`src/rtl/seg7_pkg.sv`:
```
// Shared BCD digit type and 7-segment encoding used by the BCD scan counter.
package seg7_pkg;

    typedef logic [3:0] bcd_t;

    localparam bcd_t BCD_MAX = 4'd9;

    // Segments are {dp,g,f,e,d,c,b,a}, active-high; dp is never lit.
    function automatic logic [7:0] seg7_encode(input bcd_t d);
        logic [7:0] s;
        case (d)
            4'd0:    s = 8'h3F;
            4'd1:    s = 8'h06;
            4'd2:    s = 8'h5B;
            4'd3:    s = 8'h4F;
            4'd4:    s = 8'h66;
            4'd5:    s = 8'h6D;
            4'd6:    s = 8'h7D;
            4'd7:    s = 8'h07;
            4'd8:    s = 8'h7F;
            4'd9:    s = 8'h6F;
            default: s = 8'h00;
        endcase
        return s;
    endfunction

endpackage

```
`src/rtl/bcd_digit.sv`:
```
// One decimal counting cell; chained through step_in/step_out to form a multi-digit counter.
module bcd_digit
    import seg7_pkg::*;
(
    input  logic clk,
    input  logic rst_syn,
    input  logic step_in,
    input  logic up,
    input  logic load,
    input  bcd_t load_val,
    output bcd_t digit,
    output logic step_out
);

    bcd_t digit_q, digit_d;

    always_comb begin
        digit_d = digit_q;
        if (load) begin
            digit_d = (load_val > BCD_MAX) ? BCD_MAX : load_val;
        end else if (step_in) begin
            if (up) begin
                digit_d = (digit_q == BCD_MAX) ? 4'd0 : digit_q + 4'd1;
            end else begin
                digit_d = (digit_q == 4'd0) ? BCD_MAX : digit_q - 4'd1;
            end
        end
    end

    always_ff @(posedge clk) begin
        if (rst_syn) begin
            digit_q <= '0;
        end else begin
            digit_q <= digit_d;
        end
    end

    assign digit = digit_q;
    // Carry on 9->0 when counting up, borrow on 0->9 when counting down.
    assign step_out = step_in & (up ? (digit_q == BCD_MAX) : (digit_q == 4'd0));

endmodule

```
`src/rtl/bcd_scan_counter.sv`:
```
// Multi-digit BCD up/down counter with multiplexed 7-segment scan output.
// Optional macro LEADING_ZERO_BLANK_EN blanks zero digits above the most significant nonzero one.
module bcd_scan_counter
    import seg7_pkg::*;
#(
    parameter int unsigned DIGITS   = 4,
    parameter int unsigned SCAN_DIV = 1000
) (
    input  logic                  clk,
    input  logic                  rst_syn,
    input  logic                  en,
    input  logic                  up,
    input  logic                  load,
    input  logic [4*DIGITS-1:0]   load_val,
    output logic [4*DIGITS-1:0]   count,
    output logic                  wrap,
    output logic [7:0]            seg,
    output logic [DIGITS-1:0]     an
);

    localparam int unsigned DivW = $clog2(SCAN_DIV);
    localparam int unsigned IdxW = (DIGITS > 1) ? $clog2(DIGITS) : 1;

    bcd_t              digits [DIGITS];
    logic [DIGITS:0]   step;
    logic              wrap_q;
    logic [DivW-1:0]   div_q;
    logic [IdxW-1:0]   idx_q;
    logic [7:0]        seg_q, seg_d;
    logic [DIGITS-1:0] an_q, an_d;

    // Load overrides counting, so the chain never steps on a load cycle.
    assign step[0] = en & ~load;

    for (genvar i = 0; i < DIGITS; i++) begin : g_digit
        bcd_digit u_digit (
            .clk      (clk),
            .rst_syn  (rst_syn),
            .step_in  (step[i]),
            .up       (up),
            .load     (load),
            .load_val (load_val[4*i +: 4]),
            .digit    (digits[i]),
            .step_out (step[i+1])
        );
        assign count[4*i +: 4] = digits[i];
    end

    always_ff @(posedge clk) begin
        if (rst_syn) begin
            wrap_q <= 1'b0;
        end else begin
            wrap_q <= step[DIGITS];
        end
    end

    always_ff @(posedge clk) begin
        if (rst_syn) begin
            div_q <= '0;
            idx_q <= '0;
        end else if (div_q == DivW'(SCAN_DIV - 1)) begin
            div_q <= '0;
            idx_q <= (idx_q == IdxW'(DIGITS - 1)) ? '0 : idx_q + 1'b1;
        end else begin
            div_q <= div_q + 1'b1;
        end
    end

`ifdef LEADING_ZERO_BLANK_EN
    logic [DIGITS-1:0] blank;
    logic              lead;

    always_comb begin
        blank = '0;
        lead  = 1'b1;
        for (int i = DIGITS - 1; i >= 1; i--) begin
            lead     = lead & (digits[i] == 4'd0);
            blank[i] = lead;
        end
    end
`endif

    always_comb begin
        an_d        = '0;
        an_d[idx_q] = 1'b1;
        seg_d       = seg7_encode(digits[idx_q]);
`ifdef LEADING_ZERO_BLANK_EN
        if (blank[idx_q]) begin
            seg_d = 8'h00;
        end
`endif
    end

    // an and seg are registered together so they stay aligned.
    always_ff @(posedge clk) begin
        if (rst_syn) begin
            an_q  <= DIGITS'(1);
            seg_q <= 8'h3F;
        end else begin
            an_q  <= an_d;
            seg_q <= seg_d;
        end
    end

    assign wrap = wrap_q;
    assign seg  = seg_q;
    assign an   = an_q;

endmodule

```
`config.mk`:
```
export PLATFORM = sky130hd
export DESIGN_NAME = bcd_scan_counter
export DESIGN_NICKNAME = d
export VERILOG_FILES = /design/src/rtl/seg7_pkg.sv /design/src/rtl/bcd_digit.sv /design/src/rtl/bcd_scan_counter.sv
export SDC_FILE = /design/constraint.sdc
export NUM_CORES = 1
export LEC_CHECK = 0
export ABC_AREA = 1
export BUFFER_PORTS_ARGS = -buffer_cell sky130_fd_sc_hd__buf_2
export CORE_UTILIZATION = 56
export DETAILED_ROUTE_END_ITERATION = 12
export HOLD_SLACK_MARGIN = 0.15
export PLACE_DENSITY = 0.91
export SLEW_MARGIN = 10
export SYNTH_ARGS = -nofsm -noshare
export SYNTH_HDL_FRONTEND = slang
export SYNTH_HIERARCHICAL = 1
export SYNTH_SLANG_ARGS = --single-unit
```
`constraint.sdc`:
```
create_clock -name clk -period 2.85 [get_ports clk]
set_clock_uncertainty 0.2 [all_clocks]
set_input_delay 0 -clock clk [delete_from_list [all_inputs] [get_ports clk]]
set_output_delay 0 -clock clk [all_outputs]
set_load 0.005 [all_outputs]
```
; After elaboration in Yosys (flattened, before gate mapping)
; Memories as Yosys holds them, arrays and structs flattened. A register that Yosys moved wholly into a read port is not among the register bits.
; Cells that the tools add are included.
[totals]
reg_bits = 41
mem_bits_ro = 112
input_bits = 21
out_inout_bits = 29
mem_count = 1
[memory_table]
columns = memory, depth, width, rd, rd_ports_with_merged_regs, wr, line_no
row1 = (name not given), 16, 7, 1, 1, 0, seg7_pkg.sv:11  ; case (d)
[op_classes]
n_addsub = 10
order_cmp = 7
n_eq_ne = 6
n_mux = 34
bitwise_logic = 7
reduce_logical = 10
[op_table]
columns = cell, n
row1 = $mux W4, 26
row2 = $add A4 B1 Y4 const B, 4
row3 = $eq A4 B4 Y1 const B, 4
row4 = $gt A4 B4 Y1 const B, 4
row5 = $logic_not A4 Y1, 4
row6 = $sub A4 B1 Y4 const B, 4
row7 = $add A10 B1 Y10 const B, 1
row8 = $eq A10 B10 Y1 const B, 1
row9 = $bmux W4 S2, 1
row10 = $reduce_bool A2 Y1, 4
row11 = $and A1 B1 Y1, 5
row12 = $mux W1, 5
row13 = $ge A3 B3 Y1 const B, 1
row14 = $lt A2 B3 Y1 const B, 1
row15 = $not A2 Y3, 1
row16 = $add A2 B1 Y2 const B, 1
row17 = $demux W1 S2, 1
row18 = $eq A2 B2 Y1 const B, 1
row19 = $ge A2 B1 Y1 const B, 1
row20 = $mux W2, 1
row21 = $reduce_or A2 Y1, 1
row22 = $logic_and A1 B1 Y1, 1
row23 = $not A1 Y1, 1

; Longest topological paths before layout
[logic_depth]
ltp_word = 7
depth_mapped = 14

; Cells and area by module
; Netlist, hierarchy kept.
[modules_own_cells]
columns = module, instances, cells_each, area_each_um2, seq_area_each_um2
row1 = bcd_digit, 4, 61, 352.8, 80.1
row2 = bcd_scan_counter, 1, 174, 1296.2, 480.5

; Worst setup path before layout
; No wires, ideal clock.
[synth_path]
path_type = register -> register
from = register g_digit[0].u_digit.digit_q[3]
to = register g_digit[3].u_digit.digit_q[3]
t_arrival_ns = 1.887
required_time_ns = 2.532
setup_slack_ns = 0.645
stages_incl_launch_ff = 14
path_buffers = 0
period_less_slack_ns = 2.205
path_cell_list = dfxtp_1 nand2_4 nor2_1 nor2_2 a211oi_1 inv_1 a211oi_1 inv_1 a211oi_1 inv_1 nand2_1 nor2_1 a21oi_1 a21oi_2
[synth_between]
elab_chain_len = 6
word_cells_on_any_way = 7
classes_between = eq/ne: 1 / mux: 1 / bitwise: 3 / reduce/logical: 2
[synth_lines]
columns = element, line_no
row1 = start: declaration, bcd_digit.sv:15  ; bcd_t digit_q, digit_d;
row2 = start signal: assignment, bcd_digit.sv:34  ; digit_q <= digit_d;
row3 = $eq A4 B4 Y1 / $logic_not A4 Y1 (equally long branches), bcd_digit.sv:40  ; assign step_out = step_in & (up ? (digit_q == BCD_MAX) : (digit_q == 4'd0));
row4 = $mux W1 *, bcd_digit.sv:40
row5 = $and A1 B1 Y1 *, bcd_digit.sv:40
row6 = via step[1], bcd_scan_counter.sv:25  ; logic [DIGITS:0] step;
row7 = $and A1 B1 Y1 *, bcd_digit.sv:40
row8 = via step[2], bcd_scan_counter.sv:25
row9 = $and A1 B1 Y1 *, bcd_digit.sv:40
row10 = via step[3], bcd_scan_counter.sv:25
row11 = $reduce_bool A2 Y1 (no line) *, -
row12 = end signal: assignment, bcd_digit.sv:34
row13 = end: declaration, bcd_digit.sv:15
; Mark *: on every way through the listed nets, which the timed path passes. The rest lies on a longest branch.
; A chain may end at the register's enable or synchronous reset.

; Worst setup path after layout
[layout_path]
from = register g_digit[0].u_digit.digit_q[2]
to = register g_digit[2].u_digit.digit_q[2]
[layout_between]
elab_chain_len = 5
word_cells_on_any_way = 6
classes_between = eq/ne: 1 / mux: 1 / bitwise: 2 / reduce/logical: 2
[layout_lines]
columns = element, line_no
row1 = $eq A4 B4 Y1 / $logic_not A4 Y1 (equally long branches), bcd_digit.sv:40
row2 = $mux W1 *, bcd_digit.sv:40
row3 = $and A1 B1 Y1 *, bcd_digit.sv:40
row4 = via step[1], bcd_scan_counter.sv:25
row5 = $and A1 B1 Y1 *, bcd_digit.sv:40
row6 = via step[2], bcd_scan_counter.sv:25
row7 = $reduce_bool A2 Y1 (no line) *, -
row8 = end signal: assignment, bcd_digit.sv:34
row9 = end: declaration, bcd_digit.sv:15
; Marks and branches as above.

==> flow_summary.yaml <==
critical_path:
  rr_worst_depth: 13
  crit_path_frequent_cell: "inv_1"
  slowest_stage: "dlygate4sd3_1"
  arrival_ns: 2.70
  end_kind: "flip-flop"
  r2r_slack_ns: 0.14
  cp.required_ns: 2.84
  cp_cell_sequence: "inv_2 > nand2_4 > nor2_1 > nor2_2 > a211oi_2 > inv_1 > a211oi_1 > inv_1 > nand2_2 > o21ai_0 > inv_1 > a21oi_1 > dlygate4sd3_1"
  start_kind: "flip-flop"
  cp_slowest_stage_delay_ns: 0.60
  cp_num_cells: 13
  crit_buf_inv: 5
  crit_type: "reg2reg"
  cp_max_fo: 7
  critical-path-top-delay-family: "buffers and inverters"
timing:
  rsz0062_at_grt: "no"
  finalHoldViolCount: 0
  setup_violations: 0
  min_period_over_period: 0.951
  slew_headroom: 0.625
  final_max_slew_viol_count: 0
  tightest_slew_ns: 0.558
  hold_ws_ns: 0.264
  fmax_ghz: 0.369
  fin_crit_ns: 2.71
  final.setup.tns_ns: 0
power:
  power_leakage_nw: 1.72
  p_comb_frac: 0.212
  fin_total_pwr_mw: 1.42
  p_switching_uw: 437
  p_int_uw: 982
  swShare: 0.308
  power_frac_clock: 0.346
  ir_worst_vdd_v: 0.000281
  powerDensity_nw_per_um2: 408
  pwr-share-seq: 0.442
job:
  maxCapViolCount: 0
grt:
  grt_pass1_wl_um: 12600
  grt_pass1_vias: 2930
  antenna_found_initial: 0
  gr-total-overflow: 0
  grt_use_total: 0.308
  grt_max_degree: 25
routing:
  drc: 0
  antenna_left: 0
  vias: 3145
  via_per_inst: 5.64
  drt-initial-drc-count: 360
  wl_per_cell_um: 13.6
  first_pass_iters: 5
  drt-total-wl_um: 7610
cts:
  clock_latency_ns: 0.30
  clock-sinks: 40
  cts_tree: "yes"
  cts_buffer_depth: 2
  cts-root-buf: "clkbuf_8"
  cts_buffers: 5
  clk_pin_slew_ns: 0.09
  htreeDepth: 2
floorplanning:
  die_x_um: 71.5
  die_h_um: 71.5
  die_area_sq_um: 5120
  ios: 50
  coreArea_sq_um: 4500
  start_util: 0.601
  row_count: 24
place:
  post_dp_cell_area_sq_um: 2990
  dp_hpwl_um: 4600
  io_buffers: 48
  place_congestion: 0.908
synth:
  yosysSeqAreaShare: 0.296
  syn_area_sq_um: 2710
  synthDistinctLibCells: 33
  synth_seq_cells: 40
  synth_warnings: 13
  postSynthAreaPerCell_sq_um: 6.48
  synth_fp_nets: 450
  synthCells: 418
worst_hold_path:
  whs_path_depth: 1
  hold_class: "reg2reg"
finish:
  drive_above_1_share: 0.221
  nets: 537
  fin_area_sq_um: 3480
  syn_to_final_growth_pct: 28.4
  antenna_cells: 0
status:
  status: "finished, final reports clean"
## metal layers
layer	GRT usage	vias to the layer above	part of all wire
met1	0.348	1372	0.39
met5	0	-	0
met4	0.159	0	0.038
li1	-	1527	-
met2	0.548	205	0.50
met3	0.0633	41	0.076
## cell usage after synthesis (all sizes together)
cell type	instances	area, sq um
a221oi	4	35.0
nand2	132	568
nor3	3	20.0
o21ai	21	109
buf	2	18.8
ha	11	138
a211oi	4	30.0
o21bai	4	30.0
xor2	1	8.76
o31ai	1	7.51
nor2	46	213
nand4	6	37.5
a21oi	25	140
o211ai	6	45.0
dfxtp	40	801
conb	1	3.75
nand3	44	240
clkbuf	1	3.75
inv	62	233
or2	3	18.8
nor3b	1	7.51
## state kept, by name, summed over array words and instances, names as in the netlist
register	count
g_digit.u_digit/digit	16
div_q	10
seg	7
an	4
idx_q	2
wrap	1
## cell type report
| cell class | instances | area, sq um |
|---|---|---|
| Multi-Input combinational cell | 313 | 1670 |
| Fill cell | 309 | 1030 |
| Sequential cell | 40 | 806 |
| Timing Repair Buffer | 83 | 591 |
| Inverter | 62 | 233 |
| Clock buffer | 5 | 68.8 |
| Tap cell | 52 | 65.1 |
| Clock inverter | 3 | 46.3 |
## cells by family (layout without fill, tap and decap cells)
family                   count (synthesis)  after routing  synth area share
AND/OR/NAND/NOR                        235            235             0.408
buffers and inverters                   65            153            0.0943
AO/OA/AOI/OAI                           65             65             0.146
XOR/XNOR                                 1              1           0.00324
flip-flops                              40             40             0.296
other                                    1              1           0.00138
adder cells (fa/ha/maj)                 11             11            0.0508
## worst paths after layout
path,startpoint,to
worst min-delay path,div_q[0],div_q[0]
worst max-delay path,g_digit[0].u_digit/digit[2],g_digit[2].u_digit/digit[2]
worst min register to register,div_q[0],div_q[0]
worst max register to register,g_digit[0].u_digit/digit[2],g_digit[2].u_digit/digit[2]
## through the flow
| step | instances | worst slack (ns) | util |
|---|---|---|---|
| 2_1_floorplan | 418 | 0.645 | - |
| 3_3_place_gp | 515 | 0.471 | 0.664 |
| 3_5_place_dp | 515 | 0.371 | 0.664 |
| 4_1_cts | 557 | 0.131 | 0.765 |
| 5_1_grt | 558 | 0.00347 | 0.772 |
| 6_report | 558 | 0.139 | 0.772 |
## power by group through the flow
stage / Clock (mW) / Sequential (mW) / Combinational [mW]
2_1_floorplan: 0 / 0.631 / 0.165
3_3_place_gp: 0 / 0.635 / 0.236
3_5_place_dp: 0 / 0.636 / 0.243
4_1_cts: 0.495 / 0.623 / 0.282
5_1_grt: 0.519 / 0.630 / 0.336
6_report: 0.491 / 0.627 / 0.301
## what timing repair did
item                       in CTS  in global routing
resized for setup               0                 10
setup buffers                   0                  1
setup endpoints to repair       0                  4
hold buffers                   34                  0
hold endpoints to repair       23                  0
## cells in the final DEF (no fill, tap or decap), drive strengths merged, types with 3 or more instances in the layout
| cell | count |
|---|---|
| inv | 63 |
| nor2 | 46 |
| buf | 49 |
| o21bai | 4 |
| dfxtp | 40 |
| clkbuf | 5 |
| or2 | 3 |
| nand4 | 6 |
| a221oi | 4 |
| nand3 | 44 |
| a211oi | 4 |
| a21oi | 25 |
| nand2 | 132 |
| ha | 11 |
| o21ai | 21 |
| o211ai | 6 |
| dlygate4sd3 | 34 |
| nor3 | 3 |
Note: power is estimated with default switching activity, not from simulation.
